## src/rtl/fpaddsub_align_pipe.sv

```systemverilog
// FP32 add/sub pre-add alignment: unpack, order by magnitude, denormalize
// the smaller mantissa with sticky folding. Two-stage elastic pipeline.
module fpaddsub_align_pipe #(
  parameter int MW    = 26,
  parameter int EW    = 8,
  parameter int SHMAX = 26
) (
  input  logic          CLK,
  input  logic          RSTn,
  input  logic          InValid,
  output logic          InReady,
  input  logic [31:0]   A,
  input  logic [31:0]   B,
  input  logic          Op,
  output logic          OutValid,
  input  logic          OutReady,
  output logic [MW-1:0] Mmax,
  output logic [MW-1:0] Mmin,
  output logic [EW-1:0] Emax,
  output logic          SignMax,
  output logic          SignMin,
  output logic          Swap,
  output logic [4:0]    Shift
);

  logic          v1_q, v2_q, ld2;
  logic [MW-1:0] mx1_q, mn1_q, mx1_d, mn1_d;
  logic [EW-1:0] e1_q, e1_d;
  logic          smx1_q, smn1_q, sw1_q;
  logic          smx1_d, smn1_d, sw1_d;
  logic [4:0]    sh1_q, sh1_d;

  logic [EW-1:0] ea, eb, eae, ebe;
  logic [EW-1:0] emx_eff, emn_eff, diff;
  logic          ha, hb, sb;
  logic [MW-1:0] ma, mb;

  logic [MW-1:0] mmax_q, mmin_q, mmin_d;
  logic [MW-1:0] mask, shifted;
  logic          sticky;
  logic [EW-1:0] emax_q;
  logic          smax_q, smin_q, swap_q;
  logic [4:0]    shift_q;

  assign ld2     = ~v2_q | OutReady;
  assign InReady = ~v1_q | ld2;

  // Stage 1: unpack and order; exponent 0 behaves as 1 for alignment
  always_comb begin
    ea      = A[30:23];
    eb      = B[30:23];
    ha      = |ea;
    hb      = |eb;
    eae     = ha ? ea : 8'd1;
    ebe     = hb ? eb : 8'd1;
    ma      = {ha, A[22:0], 2'b00};
    mb      = {hb, B[22:0], 2'b00};
    sb      = B[31] ^ Op;
    sw1_d   = A[30:0] < B[30:0];
    mx1_d   = sw1_d ? mb : ma;
    mn1_d   = sw1_d ? ma : mb;
    e1_d    = sw1_d ? eb : ea;
    smx1_d  = sw1_d ? sb : A[31];
    smn1_d  = sw1_d ? A[31] : sb;
    emx_eff = sw1_d ? ebe : eae;
    emn_eff = sw1_d ? eae : ebe;
    diff    = emx_eff - emn_eff;
    sh1_d   = (diff > 8'(SHMAX)) ? 5'(SHMAX) : diff[4:0];
  end

  // Stage 2: shift with sticky; a full-width shift leaves only the sticky
  always_comb begin
    mask    = ~({MW{1'b1}} << sh1_q);
    sticky  = |(mn1_q & mask);
    shifted = mn1_q >> sh1_q;
    mmin_d  = shifted | {{(MW-1){1'b0}}, sticky};
  end

  always_ff @(posedge CLK) begin
    if (!RSTn) begin
      v1_q    <= 1'b0;
      v2_q    <= 1'b0;
      mx1_q   <= '0;
      mn1_q   <= '0;
      e1_q    <= '0;
      smx1_q  <= 1'b0;
      smn1_q  <= 1'b0;
      sw1_q   <= 1'b0;
      sh1_q   <= '0;
      mmax_q  <= '0;
      mmin_q  <= '0;
      emax_q  <= '0;
      smax_q  <= 1'b0;
      smin_q  <= 1'b0;
      swap_q  <= 1'b0;
      shift_q <= '0;
    end else begin
      if (InReady) v1_q <= InValid;
      if (InReady && InValid) begin
        mx1_q  <= mx1_d;
        mn1_q  <= mn1_d;
        e1_q   <= e1_d;
        smx1_q <= smx1_d;
        smn1_q <= smn1_d;
        sw1_q  <= sw1_d;
        sh1_q  <= sh1_d;
      end
      if (ld2) v2_q <= v1_q;
      if (ld2 && v1_q) begin
        mmax_q  <= mx1_q;
        mmin_q  <= mmin_d;
        emax_q  <= e1_q;
        smax_q  <= smx1_q;
        smin_q  <= smn1_q;
        swap_q  <= sw1_q;
        shift_q <= sh1_q;
      end
    end
  end

  assign OutValid = v2_q;
  assign Mmax     = mmax_q;
  assign Mmin     = mmin_q;
  assign Emax     = emax_q;
  assign SignMax  = smax_q;
  assign SignMin  = smin_q;
  assign Swap     = swap_q;
  assign Shift    = shift_q;

endmodule

```

## config.mk

```make
export PLATFORM = sky130hd
export DESIGN_NAME = fpaddsub_align_pipe
export DESIGN_NICKNAME = d
export VERILOG_FILES = /design/src/rtl/fpaddsub_align_pipe.sv
export SDC_FILE = /design/constraint.sdc
export NUM_CORES = 1
export LEC_CHECK = 0
export ABC_AREA = 1
export CORE_MARGIN = 2
export CORE_UTILIZATION = 25
export CTS_CLUSTER_DIAMETER = 120
export DETAILED_ROUTE_END_ITERATION = 8
export PLACE_DENSITY = 0.43
export RECOVER_POWER = 50
export SYNTH_ARGS = -nofsm -noshare
export SYNTH_HDL_FRONTEND = slang
export SYNTH_SLANG_ARGS = --single-unit
```

## constraint.sdc

```tcl
create_clock -name CLK -period 5.9 [get_ports CLK]
set_clock_uncertainty 0.2 [all_clocks]
set_input_delay 0.59 -clock CLK [delete_from_list [all_inputs] [get_ports CLK]]
set_output_delay 0.59 -clock CLK [all_outputs]
set_load 0.01 [all_outputs]
```

### Word level (Yosys, flattened, before mapping)

Index checks and enable logic that the tools add are counted.

* register bits: 138
* output and inout bits: 70
* logic and storage cells: 44
* bits of input ports: 69

* shifts and indexed selects: 2
* $lt $le $gt $ge: 2
* bitwise operators: 8
* muxes and demuxes: 10
* reductions and logical operators: 5
* add/sub/neg operators: 1

Operators by type and width (number)
* $mux 26: 2
* $mux 8: 5
* $lt 31x31->1: 1
* $and 26x26->26: 1
* $not 26->26: 1
* $or 26x1->26: 1
* $reduce_or 26->1: 1
* $shl 26x5->26 const A: 1
* $shr 26x5->26: 1
* $reduce_or 8->1: 2
* $gt 8x5->1 const B: 1
* $sub 8x8->8: 1
* $mux 5: 1
* $logic_and 1x1->1: 2
* $mux 1: 2
* $not 1->1: 2
* $or 1x1->1: 2
* $xor 1x1->1: 1

### Depth between registers and ports, before layout

Gate-level depths: netlist of the first run.

* depth in word-level cells: 6
* mapped depth: 28
* depth with buffers taken out: 27

### Worst setup path before layout of the first run

Ideal clock, no wire load.

* path type: input to register
* start: input port B[30]
* end: register sh1_q[1]
* stages on the path: 23
* arrival: 3350 ps
* required time: 5585 ps
* buffers on the path: 1
* library setup time: 115 ps
* setup slack: 2234 ps
* cell sequence: inv_1 ha_1 nand2_1 nor2_1 nor3b_2 nor2b_1 nand2_1 nand2_1 buf_2 inv_1 o21ai_0 inv_1 ha_1 fa_1 inv_1 nand3_1 nand2_1 xnor2_1 nor2_1 nor2_1 nand3_1 o21ai_0 inv_1

* word-level cells in the longest chain between the ends: 6
* elaborated cells on any way between the ends: 8
* classes of those cells: add/sub (1); order compare (2); mux (4); reduce/logical (1)

RTL lines
* from (decl): line 13 `input logic [31:0] B,`
* parallel branches: the longest is 3 deep, another holds $lt 31x31->1
* $sub 8x8->8 (*): line 67 `diff = emx_eff - emn_eff;`
* $gt 8x5->1: line 68 `sh1_d = (diff > 8'(SHMAX)) ? 5'(SHMAX) : diff[4:0];`
* $mux 5 (*): line 68
* to (signal assigned): line 89 `sh1_q <= '0;`
* to (signal assigned): line 106 `sh1_q <= sh1_d;`
* to (decl): line 31 `logic [4:0] sh1_q, sh1_d;`

Every way passes the cells marked *.
A chain may end at the register's enable or synchronous reset.

### Worst setup path after layout of the first run

* start: input port B[22]
* end: register sh1_q[3]

* word-level cells in the longest chain between the ends: 5
* elaborated cells on any way between the ends: 6
* classes of those cells: add/sub (1); order compare (2); mux (3)

RTL lines
* $lt 31x31->1 (*): line 59 `sw1_d = A[30:0] < B[30:0];`
* $mux 8 (on tied branches): line 65, 66
* $sub 8x8->8 (*): line 67
* $gt 8x5->1: line 68
* $mux 5 (*): line 68

Every way passes the cells marked *; elsewhere a longest branch is shown, timed or not.

==> results of run 1 <==
## layout by cell type, fill, tap and decap left out, drive strengths merged, types with 2 or more instances in the layout
cell / netlist / routed
nand2: 359 / 359
nand3: 159 / 159
dfxtp: 132 / 132
inv: 126 / 130
nor2: 121 / 121
a21oi: 114 / 114
o21ai: 109 / 109
clkdlybuf4s50: 0 / 68
dlygate4sd3: 0 / 68
ha: 38 / 38
clkbuf: 43 / 20
o211ai: 10 / 10
buf: 38 / 10
nand4: 9 / 9
or2: 7 / 7
clkinv: 2 / 7
nor3: 4 / 4
mux2i: 3 / 3
xor2: 3 / 3
clkinvlp: 0 / 3
o21a: 2 / 2
a31oi: 2 / 2
o31ai: 2 / 2
a21o: 2 / 2
conb: 1 / 2
and2: 2 / 2
## routing by layer
layer	vias up	wire length (µm)
met5	-	0
met3	24	984
li1	4388	-
met2	163	13200
met1	3907	13700
met4	0	351
## worst paths after layout
| check | from | to | slack [ps] |
|---|---|---|---|
| setup / recovery | B[22] | sh1_q[3]$_SDFFE_PN0P_ | 1300 |
| hold / removal | e1_q[5]$_SDFFE_PN0P_ | Emax[5]$_SDFFE_PN0P_ | 250 |
| setup reg to reg | OutValid$_SDFFE_PN0P_ | Mmin[2]$_SDFFE_PN0P_ | 2450 |
| hold reg to reg | e1_q[5]$_SDFFE_PN0P_ | Emax[5]$_SDFFE_PN0P_ | 250 |
## logic make-up after synthesis
family	Yosys count	synth area share
other cells	1	0.000463
flops	132	0.327
compound gates	245	0.158
fa+ha+maj	39	0.0612
buf+inv	209	0.104
simple gates	665	0.341
mux	3	0.00371
xor+xnor	4	0.00433
## tightest hold or removal path: cells and delay by family, from the launching register on
family	cells	cell delay (ps)
AOI/OAI and AO/OA	1	60
DFF	1	290
buffers and inverters	1	60
## power groups by stage
| stage | clock network [W] | registers, W | logic [W] |
|---|---|---|---|
| 3_3_place_gp | 0 | 0.00104 | 0.000739 |
| 2_1_floorplan | 0 | 0.00102 | 0.000479 |
| 5_1_grt | 0.00110 | 0.00103 | 0.000828 |
| 6_report | 0.00103 | 0.00102 | 0.000729 |
| 4_1_cts | 0.00106 | 0.00102 | 0.000744 |
| 3_5_place_dp | 0 | 0.00104 | 0.000741 |
## cell type report
| class | count | area (µm²) | share of cell area |
|---|---|---|---|
| Multi-Input combinational cell | 958 | 4630 | 0.451 |
| Sequential cell | 132 | 2640 | 0.258 |
| Timing Repair Buffer | 147 | 1440 | 0.140 |
| Tap cell | 402 | 503 | 0.0490 |
| Inverter | 128 | 480 | 0.0469 |
| Clock buffer | 19 | 433 | 0.0422 |
| Clock inverter | 13 | 126 | 0.0123 |
## stage by stage
step                power, W  setup WS (ps)
floorplan            0.00150           2230
global placement     0.00178            992
global route         0.00296            885
CTS                  0.00283           1310
detailed placement   0.00178            925
finish               0.00278           1300
## registers in the layout, indices dropped and copies added (netlist names), 5 cells and up
register	cells
Emax	8
Mmax	24
Mmin	26
Shift	5
e1_q	8
mn1_q	24
mx1_q	24
sh1_q	5
## synthesized netlist by cell type (3+ instances only)
cell,n,area [µm²]
inv_2,3,11.3
o21ai_0,107,536
ha_1,38,475
nand2_1,359,1350
nor3_1,4,20.0
inv_1,123,462
nor2_1,121,454
dfxtp_1,132,2640
buf_2,25,125
clkbuf_1,43,161
a21oi_1,114,571
mux2i_1,3,30.0
o211ai_1,10,75.1
nand3_1,159,796
buf_4,5,37.5
or2_2,7,43.8
buf_1,7,26.3
nand4_1,9,56.3
xor2_1,3,26.3
==> results.cfg, run 1 <==
[outcome]
status = finished, violations left
violations = capacitance limit, slew limit

[power]
switching_share = 0.345
p_switching_w = 0.000960
leakagePower_nw = 4.74
comb_power_share = 0.262
power.density_nw_per_um2 = 271
power_frac_seq = 0.367
cell_internal_pwr_w = 0.00182
clkPwrFrac = 0.371
vdd_drop_max_mv = 0.204

[detailed_routing]
ant_nets = 0
remaining_drc_errors = 0
routed_wl_mm = 28.2
drt_first_pass_iters = 5
via_per_inst = 4.71
routedWlPerCell_um = 15.7
drt_iter0_drc = 535
vias = 8482

[place]
port_buffers = 136
hpwl_mm = 20.7
place.gp.congestion = 0.851
post_dp_cell_area_um2 = 9700
dp.cells = 1767

[sta]
final.period_utilization = 0.779
fmax_ghz = 0.218
hold_viol = 0
finalSetupViolCount = 0
drv_slew = 64
rsz0062_at_grt = no
tightest_slew_ps = 2870
slew_headroom = -0.914
whs_ps = 254
setup_tns_ps = 0
post-route-min-period_ps = 4600

[min_path]
hold_class = flip-flop to flip-flop
holdPathStages = 2

[worst_setup_path]
critPathLaunchType = input port
worst_path_max_delay_cell = clkdlybuf4s50_1
cp_top_family = simple AND/OR/NAND/NOR gates
cp-end-kind = flip-flop
reg2regPathDepth = 7
required_ps = 6010
cp.depth = 23
critical_path_buf_inv_count = 5
max_stage_delay_ps = 480
crit_chain = clkdlybuf4s50_1 -> inv_1 -> ha_1 -> a21o_1 -> nor2_1 -> nand2_1 -> a21oi_4 -> nand2_2 -> nor2_1 -> nand2_1 -> o21ai_0 -> inv_1 -> ha_1 -> fa_1 -> inv_1 -> nand3_1 -> nand2_1 -> xnor2_1 -> nor2_1 -> nor2_1 -> nand3_1 -> o21ai_0 -> inv_1
worstPathMaxFanout = 25
arrival_ps = 4710
crit_type = input port to flip-flop

[synthesis]
synth-edff-count = 0
synth.avg_cell_area_um2 = 6.23
netlist_instances = 1298
syn_area_um2 = 8090
ys_types = 39
yosysWarnings = 0
synth-async-reset-ratio = 0
synth-main-ff-cell = dfxtp_1
synth-seq-cells = 132
ys_seq_area_frac = 0.327

[grt]
grt-ovfl-total = 0
grt_antenna_before_repair = 0
grt_pass1_vias = 8285
top_usage_layer = met2
grt_usage = 0.171
gr-usage-met2 = 0.285
grt_util_met3 = 0.0222
use_met1 = 0.231
grt_first_pass_wirelength_mm = 45.2
grt_max_degree = 64

[cts]
cts-resized-gates = 0
clk_pin_slew_ps = 60
cts.sinks = 132
clock_latency_ps = 420
cts-buffers-inserted = 17
cts_hold_buf = 0
post_cts_buffers = 0
clock_path_buffers = 2
cts_max_level = 4
cts_tree = built
clock-root-buffer = clkbuf_16

[die]
core_um2 = 31700
fp-row-count = 65
initial_utilization = 0.255
die_w_um = 184
die-area_um2 = 33800
die_height_um = 184
ios = 139

[cells_and_area]
finalNonFillerCells = 1799
syn_to_final_growth_pct = 26.7
nFillCells = 3544
fin_nets = 1492
finish.utilization = 0.323
layout-drive-gt1-share = 0.0387
final_cell_area_um2 = 10300
antenna_cells = 0

[run]
drv_cap = 1
No activity file was read; power rests on OpenSTA's default activity.
==> run 2, diff against run 1 <==
Clock period 5.9 ns to 4.3 ns, I/O delays scaled along.
==> run 2 against run 1 <==
  * The run still ends with capacitance limit, slew limit left
  * Power rose by 46%
  * Setup slack got worse by 860 ps
  * Sequential cell count did not move
  * Largest cell class unchanged
  * Largest power group unchanged
==> results.cfg, run 2 (same netlist as run 1, synthesis figures left out) <==
[grt]
grt_pass1_vias = 8314
grt_first_pass_wirelength_mm = 45.5
grt_antenna_before_repair = 0
grt_usage = 0.171
grt-ovfl-total = 0
grt_max_degree = 64

[sta]
drv_slew = 53
hold_viol = 0
setup_tns_ps = 0
finalWorstSetupSlack_ps = 447
rsz0062_at_grt = no
post-route-min-period_ps = 3850
fmax_ghz = 0.260
tightest_slew_ps = 2430
final.period_utilization = 0.896
finalSetupViolCount = 0
slew_headroom = -0.619

[worst_setup_path]
cp-end-kind = flip-flop
crit_chain = clkdlybuf4s50_1 -> inv_1 -> ha_1 -> nand2_1 -> nor2_1 -> nor3b_2 -> nor2b_2 -> nand2_2 -> nand2_2 -> buf_4 -> nand2_1 -> nand2_1 -> inv_1 -> fa_1 -> inv_1 -> nand3_1 -> nand2_1 -> xnor2_1 -> nor2_1 -> nor2_1 -> nand3_1 -> o21ai_0 -> inv_1
arrival_ps = 3960
crit_type = input port to flip-flop
critical_path_buf_inv_count = 6
max_stage_delay_ps = 470
required_ps = 4400
cp_top_family = simple AND/OR/NAND/NOR gates
worst_path_max_delay_cell = clkdlybuf4s50_1
worstPathMaxFanout = 18
critPathLaunchType = input port

[detailed_routing]
vias = 8565
ant_nets = 0
drt_iter0_drc = 559
remaining_drc_errors = 0
routedWlPerCell_um = 15.5
drt_first_pass_iters = 5
routed_wl_mm = 28.3
via_per_inst = 4.68

[cts]
cts_max_level = 4
clock_latency_ps = 420
clk_pin_slew_ps = 60
clock-root-buffer = clkbuf_16
cts-buffers-inserted = 17
clock_path_buffers = 2
cts_tree = built
cts.sinks = 132
cts_hold_buf = 0

[die]
core_um2 = 31700
die_w_um = 184
fp-row-count = 65
die-area_um2 = 33800
ios = 139
initial_utilization = 0.255
die_height_um = 184

[cells_and_area]
multi_input_area_um2 = 4640
antenna_cells = 0
layout-drive-gt1-share = 0.0610
seq_area_um2 = 2640
nFillCells = 3531
mostFrequentLayoutCells = 357 x nand2_1, 159 x nand3_1, 132 x dfxtp_1
largest_reg_flops = 26
fin_nets = 1522
final_common_cell = nand2_1
finish.utilization = 0.333
syn_to_final_growth_pct = 30.7

[outcome]
status = finished, violations left
violations = capacitance limit, slew limit

[power]
power.density_nw_per_um2 = 384
leakagePower_nw = 4.93
vdd_drop_max_mv = 0.278

[place]
hpwl_mm = 21.0
dp_worst_setup_slack_ps = 17.2
place.gp.congestion = 0.877
port_buffers = 136

[min_path]
hold_class = flip-flop to flip-flop

[run]
drv_cap = 1
==> run 2: cell types whose count changed in the layout (fill, tap and decap cells not counted), sizes merged <==
cell and delta:
bufinv +3, clkinv -2, clkbuf +2, inv -3, buf +29, clkinvlp +1
==> run 2: final cells by class <==
cell class | instances | area share
clock buffer | 20 | 0.0432
clock inverter | 12 | 0.0168
inverter | 128 | 0.0454
multi-input combinational | 958 | 0.439
sequential | 132 | 0.250
tap | 402 | 0.0476
timing repair buffer | 177 | 0.158
==> run 2: worst paths after layout <==
check / from / endpoint / slack [ps] / cells past startpoint
max reg2reg: OutValid$_SDFFE_PN0P_ / Emax[7]$_SDFFE_PN0P_ / 1020 / 5
min: e1_q[1]$_SDFFE_PN0P_ / Emax[1]$_SDFFE_PN0P_ / 250 / 2
min reg2reg: e1_q[1]$_SDFFE_PN0P_ / Emax[1]$_SDFFE_PN0P_ / 250 / 2
max: B[30] / sh1_q[3]$_SDFFE_PN0P_ / 450 / 23
==> run 2: report_power, final <==
part           switching (W)  internal, W
registers          0.0000718      0.00132
clock network       0.000596      0.00100
logic               0.000644     0.000424
total                0.00131      0.00274
==> run 2: worst register-to-register path: stages (launching register included) <==
cell	delay, ps
dfxtp_1	340
nand2_1	70
nand2_1	90
clkbuf_1	1730
o21ai_0	580
nor2_1	190
==> run 2: repair_timing <==
action                     in CTS  in global routing
gates resized for setup         0                  4
setup buffers                   0                  0
hold endpoints to repair        0                  0
setup endpoints to repair       0                  3
==> run 2: layer usage <==
metal / up-vias / global-route usage / routed length [µm]
li1: 4444 / - / -
met1: 3928 / 0.232 / 13800
met2: 169 / 0.287 / 13200
met3: 24 / 0.0176 / 842
met4: 0 / 0.0470 / 425
met5: - / 0 / 0
==> run 2: metrics by stage <==
step | cell area [µm²] | cells | power (W) | hold slack (ps)
detailed placement | 9940 | 1797 | 0.00250 | 247
global route | 10600 | 1829 | 0.00430 | 279
global placement | 9940 | 1797 | 0.00250 | 244
finish | 10600 | 1829 | 0.00406 | 251
CTS | 10600 | 1829 | 0.00411 | 256
floorplan | 8100 | 1299 | 0.00206 | 230
==> run 3, diff against run 2 <==
Settings changed: CAP_MARGIN from default to 5.
==> results of run 3 <==
No change in the layout: final DEF, timing and power equal those of run 2.
